File: src/rtl/pb_ctrl_pkg.sv
// Shared types for the push-button control slice: arbiter FSM states and
// the grant encoding used between the arbiter and its pending latches.
package pb_ctrl_pkg;

  typedef enum logic [0:0] {
    IDLE    = 1'b0,
    HOLDOFF = 1'b1
  } state_e;

  typedef enum logic [1:0] {
    GNT_NONE = 2'd0,
    GNT_INC  = 2'd1,
    GNT_DEC  = 2'd2,
    GNT_CLR  = 2'd3
  } grant_e;

  // Holdoff down-counter width; holds holdoff lengths up to 255 cycles.
  localparam int HOLD_W = 8;

endpackage

File: src/rtl/req_pending_latch.sv
// One pending bit for a single request type. Repeated requests merge into
// the one bit; a request that lands on an already-pending bit is reported
// as lost, except on the edge that grants (or flushes) that bit.
module req_pending_latch (
  input  logic clk,
  input  logic rst,
  input  logic req,
  input  logic grant,
  input  logic flush,
  output logic pending,
  output logic lost_hit
);

  // Pending bit: flush wins, a grant re-arms only from a same-edge request.
  always_ff @(posedge clk or posedge rst) begin
    if (rst) begin
      pending <= 1'b0;
    end else if (flush) begin
      pending <= 1'b0;
    end else if (grant) begin
      pending <= req;
    end else if (req) begin
      pending <= 1'b1;
    end
  end

  assign lost_hit = req & pending & ~grant & ~flush;

endmodule

File: src/rtl/inc_dec_arbiter.sv
// Arbitrates increment / decrement / clear pulses onto one counter, with a
// fixed holdoff after every accepted update. All outputs are registered or
// derived from registered state only.
//
//   state   | meaning
//   --------+------------------------------------------------------------
//   IDLE    | may grant one pending request this edge
//   HOLDOFF | counting down N_HOLDOFF cycles; requests latch but wait
module inc_dec_arbiter
  import pb_ctrl_pkg::*;
#(
  parameter int WIDTH     = 16,
  parameter int N_HOLDOFF = 4,
  parameter int WRAP      = 1
) (
  input  logic             clk,
  input  logic             rst,
  input  logic             inc_req,
  input  logic             dec_req,
  input  logic             clr_req,
  output logic [WIDTH-1:0] count,
  output logic             ack_inc,
  output logic             ack_dec,
  output logic             ack_clr,
  output logic             busy,
  output logic             ovf,
  output logic             unf,
  output logic             lost
);

  localparam logic [WIDTH-1:0] CNT_MAX = '1;

  state_e            state, state_nxt;
  logic [HOLD_W-1:0] hold_cnt, hold_cnt_nxt;
  grant_e            gnt, last_grant;
  logic [WIDTH-1:0]  count_nxt;
  logic              ovf_nxt, unf_nxt;
  logic              pend_inc, pend_dec, pend_clr;
  logic              hit_inc, hit_dec, hit_clr;
  logic              gnt_clr;

  assign gnt_clr = (gnt == GNT_CLR);

  req_pending_latch u_pend_inc (
    .clk      (clk),
    .rst      (rst),
    .req      (inc_req),
    .grant    (gnt == GNT_INC),
    .flush    (gnt_clr),
    .pending  (pend_inc),
    .lost_hit (hit_inc)
  );

  req_pending_latch u_pend_dec (
    .clk      (clk),
    .rst      (rst),
    .req      (dec_req),
    .grant    (gnt == GNT_DEC),
    .flush    (gnt_clr),
    .pending  (pend_dec),
    .lost_hit (hit_dec)
  );

  req_pending_latch u_pend_clr (
    .clk      (clk),
    .rst      (rst),
    .req      (clr_req),
    .grant    (gnt_clr),
    .flush    (1'b0),
    .pending  (pend_clr),
    .lost_hit (hit_clr)
  );

  // FSM state and holdoff down-counter.
  always_ff @(posedge clk or posedge rst) begin
    if (rst) begin
      state    <= IDLE;
      hold_cnt <= '0;
    end else begin
      state    <= state_nxt;
      hold_cnt <= hold_cnt_nxt;
    end
  end

  // Grant selection, next state and next counter value.
  always_comb begin
    state_nxt    = state;
    hold_cnt_nxt = hold_cnt;
    gnt          = GNT_NONE;
    count_nxt    = count;
    ovf_nxt      = 1'b0;
    unf_nxt      = 1'b0;

    case (state)
      IDLE: begin
        if (pend_clr) begin
          gnt = GNT_CLR;
        end else if (pend_inc && pend_dec) begin
          // whichever of inc/dec did not win last time goes now
          gnt = (last_grant == GNT_INC) ? GNT_DEC : GNT_INC;
        end else if (pend_inc) begin
          gnt = GNT_INC;
        end else if (pend_dec) begin
          gnt = GNT_DEC;
        end
        if (gnt != GNT_NONE) begin
          state_nxt    = HOLDOFF;
          hold_cnt_nxt = HOLD_W'(N_HOLDOFF);
        end
      end
      HOLDOFF: begin
        if (hold_cnt <= HOLD_W'(1)) begin
          state_nxt    = IDLE;
          hold_cnt_nxt = '0;
        end else begin
          hold_cnt_nxt = hold_cnt - HOLD_W'(1);
        end
      end
      default: begin
        state_nxt    = IDLE;
        hold_cnt_nxt = '0;
      end
    endcase

    case (gnt)
      GNT_CLR: count_nxt = '0;
      GNT_INC: begin
        if (count == CNT_MAX) begin
          ovf_nxt = 1'b1;
          if (WRAP != 0) count_nxt = '0;
        end else begin
          count_nxt = count + WIDTH'(1);
        end
      end
      GNT_DEC: begin
        if (count == '0) begin
          unf_nxt = 1'b1;
          if (WRAP != 0) count_nxt = CNT_MAX;
        end else begin
          count_nxt = count - WIDTH'(1);
        end
      end
      default: ;
    endcase
  end

  // Counter, acknowledge/flag pulses, round-robin memory and sticky lost.
  always_ff @(posedge clk or posedge rst) begin
    if (rst) begin
      count      <= '0;
      ack_inc    <= 1'b0;
      ack_dec    <= 1'b0;
      ack_clr    <= 1'b0;
      ovf        <= 1'b0;
      unf        <= 1'b0;
      lost       <= 1'b0;
      last_grant <= GNT_DEC;
    end else begin
      count   <= count_nxt;
      ack_inc <= (gnt == GNT_INC);
      ack_dec <= (gnt == GNT_DEC);
      ack_clr <= gnt_clr;
      ovf     <= ovf_nxt;
      unf     <= unf_nxt;
      if (gnt == GNT_INC || gnt == GNT_DEC) last_grant <= gnt;
      if (gnt_clr) begin
        lost <= 1'b0;
      end else if (hit_inc || hit_dec || hit_clr) begin
        lost <= 1'b1;
      end
    end
  end

  assign busy = (state != IDLE);

endmodule

File: config.mk
export PLATFORM = sky130hd
export DESIGN_NAME = inc_dec_arbiter
export DESIGN_NICKNAME = d
export VERILOG_FILES = /design/src/rtl/pb_ctrl_pkg.sv /design/src/rtl/req_pending_latch.sv /design/src/rtl/inc_dec_arbiter.sv
export SDC_FILE = /design/constraint.sdc
export NUM_CORES = 1
export LEC_CHECK = 0
export ABC_AREA = 1
export BUFFER_PORTS_ARGS = -buffer_cell sky130_fd_sc_hd__buf_2
export CORE_UTILIZATION = 45
export CTS_BUF_LIST = sky130_fd_sc_hd__clkbuf_4 sky130_fd_sc_hd__clkbuf_8
export DETAILED_ROUTE_END_ITERATION = 10
export PLACE_DENSITY = 0.61
export SYNTH_ARGS = -nofsm -noshare
export SYNTH_HDL_FRONTEND = slang
export SYNTH_SLANG_ARGS = --single-unit
File: constraint.sdc
create_clock -name clk -period 6.1 [get_ports clk]
set_clock_uncertainty 0.15 [all_clocks]
set_input_delay 0.305 -clock clk [delete_from_list [all_inputs] [get_ports clk]]
set_output_delay 0.305 -clock clk [all_outputs]
set_load 0.005 [all_outputs]
==> reports/qor.csv, run 1 <==
metric,value,unit
"Clk Latency, worst-skew pair",0.28,ns
final setup fails,0,
Pleak,1.515,nW
Worst Path Arrival,2.68,ns
die height,78.27,um
DP Wirelength,4973,um
main flop type after synthesis,dfrtp_1,
r2r endpoint,count[5],
CP Launch Type,flop,
Num Clock Sinks,36,
clock buffer depth,2,
via count,2458,
die width,78.27,um
"Req. time, crit path",6.17,ns
dominant cells by area after synthesis,"dfrtp_1 33%, nand2_1 19%, inv_1 6.2%",
Seq cells post-synth,36,
RSZ-0062 raised after global routing,false,
Post-Syn Instances,393,
drt total wl,6670,um
crit-path cells,"inv_1, nand2_1, nand2_1, o211ai_1, nand2_1, ha_1, nor2_1, nand2_1, nand2_1",
launching point of the worst reg2reg path,last_grant[1],
Starting Density,0.4724,
"Net Count, Synth",406,
first-pass GRT wire length,11590,um
IO Port Bufs,27,
Syn-to-layout area delta,10.56,%
outcome,completed,
final hold violations,0,
Max Fclk,382.5,MHz
Avg Inst Size Synth,6.660,um2
number of flops mapped to enable cells by yosys,0,
Yosys top cell by area,dfrtp_1,
TritonCTS buffer count,5,
CTS H-tree lvls,2,
Worst Hold Class,in2reg,
"Seq/Total Area, Yosys",0.3446,
post-CTS sizing,0,
CP Capture Type,flop,
Worst Setup SP,last_grant[1],
HP Start,clr_req,
"IR drop worst, VDD",0.0004754,V
pin count of the biggest net entering global routing,37,
io pins,28,
"reg-to-reg slack, setup",3.49,ns
Max-slew headroom,0.3574,
post-layout net count,428,
CP max stage cell,nor2_1,
Synth cell types,30,
"Warnings, synthesis",0,
Period minus WS final,2.614,ns
initial DRC count,105,
clk slew on worst S/H paths,0.07,ns
vias in the first global route,2448,
DR DRC count,0,
reg2reg path depth,9,
cell mode on critical path,nand2_1,
CP Max Fanout,15,
Detail Route Antenna Nets,0,
share of layout cells above drive strength 1,0.1442,
final slew viol count,0,
Setup crit end,count[5],
die area,6125,um2
"FFs w/ async S/R, synth",1.000,
Inserted Diodes,0,
share of the synthesized area in the top cell type,0.3346,
max_cap viols,0,
CORE AREA,5540,um2
"non-filler cells, final",488,
slew at the pin closest to its max-slew limit,0.9604,ns
pwr/cell area,635.9,nW/um2
Post-CTS Setup Bufs,0,
"Remaining Overflow, GRT",0,
TritonCTS clock tree,yes,
CP peak stage delay,0.81,ns
Pre-Repair DR Iteration Count,4,
mapped cell area,2618,um2
Avg WL per Cell,13.67,um
Power Total,1.840,mW
Placed Cells incl. Taps,479,
Placer Congestion,0.8656,
crit path kind,reg2reg,
Final period util,0.4286,
# rows,27,
DR vias/cell,5.037,
Post-CTS Hold Buffers,1,
Root Buffer,clkbuf_8,
GRT Util Overall,0.2448,
Fin Setup TNS,0,ns
initial antenna violation count,0,
## worst max-delay path, delay by kind of cell, from the launching register on
family | cells | cell delay, ns
and+or+nand+nor | 6 | 1.33
DFF | 1 | 0.52
AOI/OAI and AO/OA | 1 | 0.10
buffers and inverters | 1 | 0.04
adders and majority gates | 1 | 0.41
## Yosys cell counts, types with 2 or more instances
cell        n
dfrtp_1    35
nand2_2     5
inv_1      43
nor2_4      3
nand4_1     6
ha_1        8
o211ai_1    3
xnor2_1     3
nor2_2      9
o21ai_1    11
nor3_1      9
buf_2      10
nor2_1     37
inv_2       3
a21oi_1     7
o21bai_1    2
nand3_1    31
o21ai_0    13
nand2_1   133
xor2_1     10
o22ai_1     3
## stage by stage
step | util | hold slack [ns] | instance area [um2] | worst slack [ns]
after floorplan | - | 0.2688 | 2618 | 4.121
after global placement | 0.5005 | 0.2823 | 2773 | 3.577
after detailed placement | 0.5005 | 0.2921 | 2773 | 3.518
after CTS | 0.5224 | 0.07883 | 2894 | 3.491
after global routing | 0.5224 | 0.09921 | 2894 | 3.179
final | 0.5224 | 0.08966 | 2894 | 3.486
## cells by family after synthesis
kind of cell,synth area share
AND/OR/NAND/NOR,0.3939
AO/OA/AOI/OAI,0.08413
buffers and inverters,0.09560
XOR/XNOR,0.04350
adder cells (fa/ha/maj),0.03824
flip-flops,0.3446
## how the worst min path moves through the flow
stage                         end  slack [ns]  depth (start not counted)
6_report       u_pend_clr.pending        0.09                          2
5_1_grt        u_pend_clr.pending         0.1                          2
4_1_cts        u_pend_clr.pending        0.08                          2
3_5_place_dp              ack_inc        0.29                          3
3_3_place_gp              ack_inc        0.28                          3
2_1_floorplan  u_pend_clr.pending        0.27                          1
## metal layers
| layer | vias up | wire, um | track usage |
|---|---|---|---|
| met5 | - | 0 | 0 |
| met4 | 0 | 51 | 0.08333 |
| met3 | 4 | 335 | 0.03953 |
| met2 | 62 | 3317 | 0.4079 |
| met1 | 1115 | 2966 | 0.3210 |
| li1 | 1277 | - | - |
## flip-flops by register name, summed over array words and instances, names as in the netlist
register            flops
ovf                     1
u_pend_clr.pending      1
u_pend_dec.pending      1
lost                    1
unf                     1
count                  16
ack_inc                 1
u_pend_inc.pending      1
hold_cnt                8
ack_clr                 1
ack_dec                 1
last_grant              2
busy                    1
## cell usage in the layout, fill, tap and decap left out
| master | count |
|---|---|
| ha_1 | 8 |
| bufinv_16 | 1 |
| nand2_2 | 5 |
| xnor2_1 | 3 |
| nand2_4 | 1 |
| o22ai_1 | 3 |
| dfstp_2 | 1 |
| o21ai_0 | 13 |
| inv_2 | 3 |
| dfrtp_1 | 35 |
| nor2_4 | 3 |
| a21oi_1 | 7 |
| nand3_1 | 31 |
| buf_4 | 1 |
| o211ai_1 | 3 |
| nand3_2 | 1 |
| clkbuf_4 | 1 |
| nor2_2 | 9 |
| o21bai_1 | 2 |
| dlygate4sd3_1 | 1 |
| nor3_1 | 9 |
| xor2_1 | 10 |
| clkinv_2 | 1 |
| o311ai_0 | 1 |
| nand2_1 | 133 |
| clkbuf_8 | 5 |
| nand4_1 | 6 |
| o21ai_1 | 11 |
| nand4_2 | 1 |
| inv_1 | 43 |
| buf_2 | 27 |
| nor2_1 | 37 |
## cell type report
type | instances | area [um2]
clock buffer | 6 | 76.32
inverter | 46 | 172.7
multi-input combinational | 297 | 1465
sequential | 36 | 902.1
tap | 72 | 90.09
clock inverter | 2 | 35.03
timing repair buffer | 29 | 152.6
fill | 587 | 2646
## power by group
part           total (mW)  switching (mW)  leakage [nW]  internal [mW]
Sequential          0.476           0.148         0.463          0.328
Clock               0.210          0.0840        0.0586          0.126
Combinational        1.15           0.747         0.993          0.408
Total                1.84           0.979          1.51          0.862
Note: power is estimated with default switching activity, not from simulation.
==> inputs of run 2 (changes only) <==
--- a/config.mk
+++ b/config.mk
@@ -5,12 +5,12 @@
 export SDC_FILE = /design/constraint.sdc
 export NUM_CORES = 1
 export LEC_CHECK = 0
-export ABC_AREA = 1
+export ABC_AREA = 0
 export BUFFER_PORTS_ARGS = -buffer_cell sky130_fd_sc_hd__buf_2
 export CORE_UTILIZATION = 45
 export CTS_BUF_LIST = sky130_fd_sc_hd__clkbuf_4 sky130_fd_sc_hd__clkbuf_8
 export DETAILED_ROUTE_END_ITERATION = 10
-export PLACE_DENSITY = 0.61
+export PLACE_DENSITY = 0.64
 export SYNTH_ARGS = -nofsm -noshare
 export SYNTH_HDL_FRONTEND = slang
 export SYNTH_SLANG_ARGS = --single-unit
==> constraint.sdc (replaced) <==
create_clock -name clk -period 2.1 [get_ports clk]
set_clock_uncertainty 0.15 [all_clocks]
set_input_delay 0.105 -clock clk [delete_from_list [all_inputs] [get_ports clk]]
set_output_delay 0.105 -clock clk [all_outputs]
set_load 0.005 [all_outputs]
==> reports/qor.csv, run 2 <==
metric,value,unit,change
pin count of the biggest net entering global routing,26,,was 37
Fin Setup TNS,-1.351,ns,was 0 ns
vias in the first global route,2362,,"was 2,448"
clock buffer depth,2,,unchanged
Worst Hold Class,in2async,,was in2reg
"Warnings, synthesis",0,,unchanged
DR vias/cell,5.838,,was 5.037
initial DRC count,175,,was 105
Placed Cells incl. Taps,431,,was 479
post-layout net count,404,,was 428
final hold violations,0,,unchanged
mapped cell area,2385,um2,was 2618 um2
max_cap viols,0,,unchanged
DP Wirelength,5001,um,was 4973 um
clk slew on worst S/H paths,0.08,ns,was 0.07 ns
die height,74.80,um,was 78.27 um
CP Launch Type,flop,,unchanged
final setup fails,14,,was 0
CORE AREA,5107,um2,was 5540 um2
TritonCTS buffer count,5,,unchanged
share of the synthesized area in the top cell type,0.3673,,was 0.3346
die width,74.80,um,was 78.27 um
Pleak,1.675,nW,was 1.515 nW
"commonest non-fill, non-tap cell in the layout",buf_4,,was nand2_1
crit path kind,reg2reg,,unchanged
share of layout cells above drive strength 1,0.4745,,was 0.1442
Num Clock Sinks,36,,unchanged
violated checks,setup timing,,
Period minus WS final,2.245,ns,was 2.614 ns
GRT Util Overall,0.2686,,was 0.2448
IO Port Bufs,27,,unchanged
FF/Latch Area,903.4,um2,was 902.1 um2
top-count cell post-synth,dfrtp_1,,was nand2_1
"leading cell types in the layout, fill and taps excluded","79 x buf_4, 34 x dfrtp_1, 27 x buf_2",,"was 133 x nand2_1, 43 x inv_1, 37 x nor2_1"
area of the multi-input gates,1610,um2,was 1465 um2
commonest cells in the netlist,"35 x dfrtp_1, 25 x nor2_1, 24 x o21ai_0, 19 x nand2_1, 16 x a21oi_1",,"was 133 x nand2_1, 43 x inv_1, 37 x nor2_1, 35 x dfrtp_1, 31 x nand3_1"
main flop type after synthesis,dfrtp_1,,unchanged
die area,5594,um2,was 6125 um2
Largest Register,count,,unchanged
Seq cells post-synth,36,,unchanged
first-pass GRT wire length,11320,um,"was 11,590 um"
Avg WL per Cell,16.26,um,was 13.67 um
TritonCTS clock tree,yes,,unchanged
drt total wl,7510,um,was 6670 um
Starting Density,0.4669,,was 0.4724
Max Fclk,445.5,MHz,was 382.5 MHz
Yosys top cell by area,dfrtp_1,,unchanged
CP Capture Type,flop,,unchanged
max reg flops,16,,unchanged
Inserted Diodes,0,,unchanged
launching point of the worst reg2reg path,last_grant[1],,unchanged
Max-slew headroom,0.6992,,was 0.3574
Worst Path Arrival,2.31,ns,was 2.68 ns
initial antenna violation count,0,,unchanged
final-layout fill cell count,384,,was 587
Synth cell types,65,,was 30
CTS H-tree lvls,2,,unchanged
number of flops mapped to enable cells by yosys,0,,unchanged
reg2reg path depth,9,,unchanged
"Req. time, crit path",2.16,ns,was 6.17 ns
# rows,26,,was 27
"IR drop worst, VDD",0.0009860,V,was 0.0004754 V
slew at the pin closest to its max-slew limit,0.4506,ns,was 0.9604 ns
Pre-Repair DR Iteration Count,5,,was 4
final slew viol count,0,,unchanged
largest registers,"count (16), hold_cnt (8), last_grant (2)",,unchanged
"Clk Latency, worst-skew pair",0.29,ns,was 0.28 ns
"FFs w/ async S/R, synth",1.000,,unchanged
CP Max Fanout,4,,was 15
Power Total,6.619,mW,was 1.840 mW
Placer Congestion,0.8462,,was 0.8656
"reg-to-reg slack, setup",-0.14,ns,was 3.49 ns
r2r endpoint,count[12],,was count[5]
Worst Setup SP,last_grant[1],,unchanged
Root Buffer,clkbuf_8,,unchanged
Detail Route Antenna Nets,0,,unchanged
dominant cells by area after synthesis,"dfrtp_1 37%, o21ai_0 5.0%, ha_1 4.2%",,"was dfrtp_1 33%, nand2_1 19%, inv_1 6.2%"
utilization after layout,0.7200,,was 0.5224
"non-filler cells, final",462,,was 488
Avg Inst Size Synth,8.517,um2,was 6.660 um2
"Remaining Overflow, GRT",0,,unchanged
io pins,28,,unchanged
Syn-to-layout area delta,54.20,%,was 10.56%
Final WS setup,-0.1448,ns,was 3.486 ns
RSZ-0062 raised after global routing,true,,was false
pwr/cell area,1800,nW/um2,was 635.9 nW/um2
pre-CTS setup slack,-0.2217,ns,was 3.518 ns
"Seq/Total Area, Yosys",0.3783,,was 0.3446
outcome,"complete, but fails checks",,was completed
via count,2697,,"was 2,458"
DR DRC count,0,,unchanged
Post-Syn Instances,280,,was 393
"Net Count, Synth",293,,was 406
Final period util,1.069,,was 0.4286
-- run 2: cell types whose count changed after synthesis, moves of 10 or more --
cell | previous run | this run
nand3_1 | 31 | 8
nand2_1 | 133 | 19
clkbuf_1 | 1 | 12
o21ai_0 | 13 | 24
xor2_1 | 10 | 0
inv_1 | 43 | 15
nor2_1 | 37 | 25
-- run 2: worst max-delay path: stages (launching register included) --
cell and delay [ns]:
dfstp_2 0.54, nand3b_1 0.11, a21oi_2 0.07, nor2_4 0.13
inv_2 0.06, ha_4 0.29, nand2_4 0.07, buf_6 0.12
or4_4 0.47, o221ai_2 0.16
-- run 2: layer usage --
layer / vias to the layer above / part of all wire / GRT usage
met2: 129 / 0.46 / 0.4124
li1: 1262 / - / -
met3: 16 / 0.067 / 0.04685
met5: - / 0 / 0
met4: 0 / 0.021 / 0.1027
met1: 1290 / 0.45 / 0.3784
-- run 2: final cells by class --
| class | count | share of cell area |
|---|---|---|
| Clock buffer | 6 | 0.02076 |
| Clock inverter | 2 | 0.009527 |
| Inverter | 15 | 0.01667 |
| Multi-Input combinational cell | 211 | 0.4379 |
| Sequential cell | 36 | 0.2457 |
| Tap cell | 70 | 0.02382 |
| Timing Repair Buffer | 122 | 0.2457 |
-- run 2: logic make-up (layout without fill, tap and decap cells) --
family / Yosys count / in the layout / share of synthesized area
fa+ha+maj: 8 / 8 / 0.04197
flops: 36 / 36 / 0.3783
xor+xnor: 3 / 3 / 0.01102
simple gates: 111 / 111 / 0.2697
mux: 1 / 1 / 0.004722
buf+inv: 34 / 145 / 0.06033
compound gates: 87 / 88 / 0.2340
-- run 2: stage by stage --
stage,instance area (um2),hold slack [ns]
global route,3677,0.2643
detailed placement,3138,-0.02263
CTS,3417,0.2061
finish,3677,0.2112
global placement,3138,-0.03175
floorplan,2490,0.04729
-- run 2: worst max path at each step --
stage | end | slack, ns | cells past startpoint
finish | count[12] | -0.14 | 9
global route | count[14] | -0.24 | 11
CTS | count[12] | -0.13 | 9
detailed placement | count[10] | -0.22 | 10
global placement | count[8] | -0.14 | 9
floorplan | count[9] | -0.14 | 11
-- run 2: timing repair --
| action | 4_1_cts | 5_1_grt |
|---|---|---|
| gates resized for setup | 20 | 40 |
| pin swaps | 14 | 34 |
| endpoints found under the hold margin | 15 | 0 |
| hold buffers | 4 | 0 |
| setup buffers | 4 | 14 |
| cloned | 0 | 1 |
| setup endpoints to repair | 16 | 19 |
-- run 2: power by group --
part | leakage, nW | total, mW | switching [mW] | internal (mW)
combinational | 1.16 | 4.78 | 2.44 | 2.34
clock | 0.0586 | 0.638 | 0.272 | 0.366
sequential | 0.460 | 1.20 | 0.236 | 0.965
total | 1.68 | 6.62 | 2.95 | 3.67
